==> src/rtl/keypad_pkg.sv <==
// Shared keypad types and constants: key code encodings, interrupt FSM states,
// and the code-to-ASCII mapping used on the FIFO read path.
package keypad_pkg;

  typedef logic [3:0] key_code_t;

  localparam key_code_t KEY_NONE = 4'hF;
  localparam key_code_t KEY_STAR = 4'hA;
  localparam key_code_t KEY_HASH = 4'hB;

  typedef enum logic [1:0] {
    IDLE,
    PULSE,
    WAIT_ACK
  } int_state_t;

  function automatic logic [7:0] key_to_ascii(input key_code_t code);
    logic [7:0] ascii;
    if (code <= 4'h9)          ascii = 8'h30 + {4'h0, code};
    else if (code == KEY_STAR) ascii = 8'h2A;
    else if (code == KEY_HASH) ascii = 8'h23;
    else                       ascii = 8'h3F;
    return ascii;
  endfunction

endpackage

==> src/rtl/key_int_pulse_fsm.sv <==
// Interrupt generator: fires a fixed-width INTERRUPT pulse while keys are pending
// and re-arms once the MCU has popped an entry.
module key_int_pulse_fsm
  import keypad_pkg::*;
#(
  parameter int unsigned INT_PULSE_CYCLES = 3
) (
  input  logic clk,
  input  logic rst_n,
  input  logic empty,
  input  logic rd_strb,
  output logic INTERRUPT
);

  localparam int unsigned CW = (INT_PULSE_CYCLES > 1) ? $clog2(INT_PULSE_CYCLES) : 1;

  int_state_t  state_q, state_d;
  logic [CW-1:0] cnt_q, cnt_d;
  logic        ack_q, ack_d;
  logic        ack_seen;

  always_ff @(posedge clk or negedge rst_n) begin
    if (!rst_n) begin
      state_q <= IDLE;
      cnt_q   <= '0;
      ack_q   <= 1'b0;
    end else begin
      state_q <= state_d;
      cnt_q   <= cnt_d;
      ack_q   <= ack_d;
    end
  end

  // A pop seen during the pulse is remembered so the pulse still runs full length.
  assign ack_seen = ack_q | (rd_strb & ~empty);

  always_comb begin
    state_d   = state_q;
    cnt_d     = cnt_q;
    ack_d     = ack_q;
    INTERRUPT = 1'b0;
    unique case (state_q)
      IDLE: begin
        ack_d = 1'b0;
        if (!empty) begin
          state_d = PULSE;
          cnt_d   = CW'(INT_PULSE_CYCLES - 1);
        end
      end
      PULSE: begin
        INTERRUPT = 1'b1;
        ack_d     = ack_seen;
        if (cnt_q == '0) begin
          state_d = ack_seen ? IDLE : WAIT_ACK;
          ack_d   = 1'b0;
        end else begin
          cnt_d = cnt_q - CW'(1);
        end
      end
      WAIT_ACK: begin
        if (rd_strb && !empty) state_d = IDLE;
      end
      default: state_d = IDLE;
    endcase
  end

endmodule

==> src/rtl/keypad_key_fifo.sv <==
// Key FIFO between the keypad scanner and the RAT MCU, with pulsed interrupt.
// Define KEY_ASCII_EN to present rd_data as ASCII instead of the raw 4-bit code.
module keypad_key_fifo
  import keypad_pkg::*;
#(
  parameter int unsigned DEPTH            = 8,
  parameter int unsigned INT_PULSE_CYCLES = 3
) (
  input  logic                     clk,
  input  logic                     rst_n,
  input  logic [3:0]               key_code,
  input  logic                     REG_LD,
  input  logic                     rd_strb,
  output logic [7:0]               rd_data,
  output logic [$clog2(DEPTH):0]   count,
  output logic                     empty,
  output logic                     full,
  output logic                     overflow,
  output logic                     INTERRUPT
);

  localparam int unsigned AW = $clog2(DEPTH);
  localparam int unsigned CNTW = AW + 1;

  key_code_t       mem_q [DEPTH];
  logic [AW-1:0]   wr_ptr_q, wr_ptr_d;
  logic [AW-1:0]   rd_ptr_q, rd_ptr_d;
  logic [CNTW-1:0] count_q, count_d;
  logic            overflow_q, overflow_d;
  logic            reg_ld_q;
  logic            push_req, pop, do_push;
  key_code_t       head;

  assign empty    = (count_q == '0);
  assign full     = (count_q == CNTW'(DEPTH));
  assign count    = count_q;
  assign overflow = overflow_q;

  // A pop while full frees a slot in the same cycle, so the push is not dropped.
  always_comb begin
    push_req   = REG_LD & ~reg_ld_q & (key_code != KEY_NONE);
    pop        = rd_strb & ~empty;
    do_push    = push_req & (~full | pop);
    wr_ptr_d   = do_push ? wr_ptr_q + AW'(1) : wr_ptr_q;
    rd_ptr_d   = pop ? rd_ptr_q + AW'(1) : rd_ptr_q;
    count_d    = count_q + CNTW'(do_push) - CNTW'(pop);
    overflow_d = overflow_q | (push_req & full & ~pop);
  end

  always_ff @(posedge clk or negedge rst_n) begin
    if (!rst_n) begin
      wr_ptr_q   <= '0;
      rd_ptr_q   <= '0;
      count_q    <= '0;
      overflow_q <= 1'b0;
      reg_ld_q   <= 1'b0;
    end else begin
      wr_ptr_q   <= wr_ptr_d;
      rd_ptr_q   <= rd_ptr_d;
      count_q    <= count_d;
      overflow_q <= overflow_d;
      reg_ld_q   <= REG_LD;
    end
  end

  always_ff @(posedge clk or negedge rst_n) begin
    if (!rst_n) begin
      for (int unsigned i = 0; i < DEPTH; i++) mem_q[i] <= '0;
    end else if (do_push) begin
      mem_q[wr_ptr_q] <= key_code;
    end
  end

  assign head = mem_q[rd_ptr_q];

  always_comb begin
    rd_data = 8'h00;
    if (!empty) begin
`ifdef KEY_ASCII_EN
      rd_data = key_to_ascii(head);
`else
      rd_data = {4'h0, head};
`endif
    end
  end

  key_int_pulse_fsm #(
    .INT_PULSE_CYCLES(INT_PULSE_CYCLES)
  ) u_int_fsm (
    .clk      (clk),
    .rst_n    (rst_n),
    .empty    (empty),
    .rd_strb  (rd_strb),
    .INTERRUPT(INTERRUPT)
  );

endmodule
==> config.mk <==
export PLATFORM = sky130hd
export DESIGN_NAME = keypad_key_fifo
export DESIGN_NICKNAME = d
export VERILOG_FILES = /design/src/rtl/keypad_pkg.sv /design/src/rtl/key_int_pulse_fsm.sv /design/src/rtl/keypad_key_fifo.sv
export SDC_FILE = /design/constraint.sdc
export NUM_CORES = 1
export LEC_CHECK = 0
export CAP_MARGIN = 20
export CORE_MARGIN = 4
export CORE_UTILIZATION = 59
export DETAILED_ROUTE_END_ITERATION = 8
export DONT_BUFFER_PORTS = 1
export PLACE_DENSITY = 0.83
export SLEW_MARGIN = 20
export SYNTH_ARGS = -nofsm -noshare
export SYNTH_HDL_FRONTEND = slang
export SYNTH_SLANG_ARGS = --single-unit
==> constraint.sdc <==
create_clock -name clk -period 5.8 [get_ports clk]
set_input_delay 1.16 -clock clk [delete_from_list [all_inputs] [get_ports clk]]
set_output_delay 1.16 -clock clk [all_outputs]
set_load 0.03 [all_outputs]
==> flow_metrics.env <==
export IMPL_tns_ns=0
export IMPL_power_frac_seq_pct=46.1
export IMPL_core_um2=4140
export IMPL_start_kind="flip-flop"
export IMPL_cts_tree="done"
export IMPL_dieArea_um2=5550
export IMPL_crit_fanout=6
export IMPL_yosys_area_share_xor_xnor_pct=2.01
export IMPL_comb_power_share_pct=41.3
export IMPL_drt_pass1_iterations=4
export IMPL_routed_wl_um=4670
export IMPL_netlist_top_cells_area="dfrtp_1 47%, mux2_2 7.8%, mux2_1 7.3%, mux4_2 6.9%, o2111ai_4 6.0%"
export IMPL_cp_arrival_ns=2.24
export IMPL_cts_hold_buf=0
export IMPL_row_count=23
export IMPL_routed_via_density=6.13
export IMPL_yosysWarnings=0
export IMPL_hp_class="flip-flop to flip-flop"
export IMPL_cts_inserted_buffers=5
export IMPL_max_freq_mhz=294
export IMPL_slew_limit_headroom_pct=38.6
export IMPL_synth_compound_area_share_pct=11.0
export IMPL_htree_num_levels=2
export IMPL_run_status="completed"
export IMPL_clk_pin_slew_worst_paths_ns=0.08
export IMPL_antenna_found_initial=0
export IMPL_seq_area_frac_synth_pct=47.0
export IMPL_start_util_pct=63.0
export IMPL_layout_setup_ws_ns=2.40
export IMPL_switching_share_pct=40.5
export IMPL_synth_cell_type_count=40
export IMPL_hold_viol=0
export IMPL_grt_max_degree=50
export IMPL_finClkSkew_ns=0.00640
export IMPL_ys_ff_latch=49
export IMPL_gp_congestion=0.764
export IMPL_holdWs_ns=0.503
export IMPL_place_ws_ns=2.22
export IMPL_cp_required_ns=4.64
export IMPL_die_w_um=74.5
export IMPL_cellLeakagePower_nw=1.18
export IMPL_synth_edf_count=0
export IMPL_ys_async_sr_fraction_pct=100
export IMPL_crit_type="flip-flop to output port"
export IMPL_maxCapViolations=0
export IMPL_synth_top_family_by_area="multiplexers"
export IMPL_syn_instance_count=188
export IMPL_grt_ovfl_total=0
export IMPL_peakVddDrop_uv=271
export IMPL_synth_simple_area_share_pct=6.32
export IMPL_cts_resized=0
export IMPL_drt_iter0_markers=86
export IMPL_synth_main_ff_cell="dfrtp_1"
export IMPL_grt_pass1_vias=1524
export IMPL_rsz0062_at_grt="no"
export IMPL_cts_sinks=49
export IMPL_worst_slew_pin_slew_ns=0.918
export IMPL_grt_pass1_wl_um=7830
export IMPL_yosys_area_share_adder_pct=4.60
export IMPL_synth_area_leader_cell="dfrtp_1"
export IMPL_grt_usage_pct=19.4
export IMPL_hpwl_um=3350
export IMPL_syn_area_um2=2610
export IMPL_synth_top_area_share_pct=47.0
export IMPL_die_h_um=74.5
export IMPL_fin_crit_ns=3.40
export IMPL_pwr_share_clk_pct=12.5
export IMPL_finalSetupViolCount=0
export IMPL_final_common_cell="dfrtp_1"
export IMPL_internal_power_w=0.000907
export IMPL_io_buffers=0
export IMPL_power_switching_w=0.000617
export IMPL_clk_latency_ns=0.30
export IMPL_post_cts_buffers=0
export IMPL_num_antenna_cells=0
export IMPL_drc=0
export IMPL_finalPower_w=0.00152
export IMPL_avgSynthCellArea_um2=13.9
export IMPL_cp_end_kind="output port"
export IMPL_design_final_nets=202
export IMPL_powerDensity_nw_per_um2=567
export IMPL_final_util_pct=64.9
export IMPL_layout_common_cells="49 x dfrtp_1, 18 x mux2_2, 17 x mux2_1"
export IMPL_wl_per_cell_um=19.8
export IMPL_area_delta_synth_final_pct=2.97
export IMPL_cts_root_buf="clkbuf_8"
export IMPL_muxShareOfSynthArea_pct=23.9
export IMPL_cts_buffer_depth=2
export IMPL_post_route_period_util_pct=58.6
export IMPL_io_pins=24
export IMPL_via_count=1446
export IMPL_drive_gt1_share_pct=24.2
export IMPL_ant_nets=0
export IMPL_drv_slew=0
## logic make-up (layout without fill, tap and decap cells)
group | count (synthesis) | in the layout
mux | 48 | 48
other cells | 1 | 4
buf+inv | 26 | 21
xor+xnor | 6 | 6
simple gates | 27 | 27
fa+ha+maj | 9 | 9
flops | 49 | 49
compound gates | 22 | 22
## sequential cells by signal, indices dropped and copies added, names as in the netlist
signal	cells
mem_q	32
count	4
rd_ptr_q	3
wr_ptr_q	3
u_int_fsm.cnt_q	2
u_int_fsm.state_q	2
overflow	1
reg_ld_q	1
u_int_fsm.ack_q	1
## path summary, 6_finish.rpt
check	cells after the start	slack [ns]	startpoint	endpoint
min in group asynchronous	0	0.54	rst_n	rd_ptr_q[2]$_DFFE_PN0P_
min	1	0.50	mem_q[28]$_DFFE_PN0P_	mem_q[28]$_DFFE_PN0P_
max in group asynchronous	0	5.17	rst_n	mem_q[29]$_DFFE_PN0P_
min reg2reg	1	0.50	mem_q[28]$_DFFE_PN0P_	mem_q[28]$_DFFE_PN0P_
max	5	2.40	count[2]$_DFF_PN0_	rd_data[0]
max reg2reg	9	3.18	count[2]$_DFF_PN0_	count[2]$_DFF_PN0_
## critical path, stage by stage (launching register included)
cell and delay [ns]:
dfrtp_1 0.50, inv_1 0.15, ha_1 0.17, or3b_2 0.52, inv_1 0.34, nor2_1 0.26
## synth_stat cells, types with 2 or more instances
cell and n:
dfrtp_1 49, mux2_2 18, mux2_1 17, inv_1 11, ha_1 8, mux4_2 8, nor2_1 7, buf_4 6
o2111ai_4 6, mux2i_1 5, xnor2_1 5, a21oi_1 4, clkbuf_1 4, nor2b_1 4, and3b_1 3, buf_2 3
nor3b_1 3, a21o_1 2, a22o_1 2, a31oi_1 2, o2111ai_2 2
## metrics by stage
stage               area, µm²  cells
floorplan                2620    191
global placement         2610    228
detailed placement       2610    228
CTS                      2690    236
global route             2690    236
finish                   2690    236
## layer usage
metal | GRT usage (%) | wire length [µm] | vias to the layer above
met5 | 0 | 0 | -
met4 | 6.52 | 65 | 0
met3 | 5.95 | 224 | 6
met2 | 32.3 | 2330 | 30
met1 | 24.3 | 2050 | 740
li1 | - | - | 670
## power groups by stage
stage	clock network [W]	logic, W	registers, W
6_report	0.000191	0.000630	0.000703
5_1_grt	0.000214	0.000691	0.000727
4_1_cts	0.000198	0.000639	0.000703
3_5_place_dp	0	0.000636	0.000709
3_3_place_gp	0	0.000602	0.000690
2_1_floorplan	0	0.000608	0.000617
## final cells by class
class / instances / area (µm²)
Tap cell: 50 / 62.6
Multi-Input combinational cell: 116 / 1260
Sequential cell: 49 / 1230
Timing Repair Buffer: 2 / 15.0
Inverter: 11 / 41.3
Clock buffer: 8 / 80.1
Fill cell: 321 / 1460
Power figures use the tool's default switching activity.
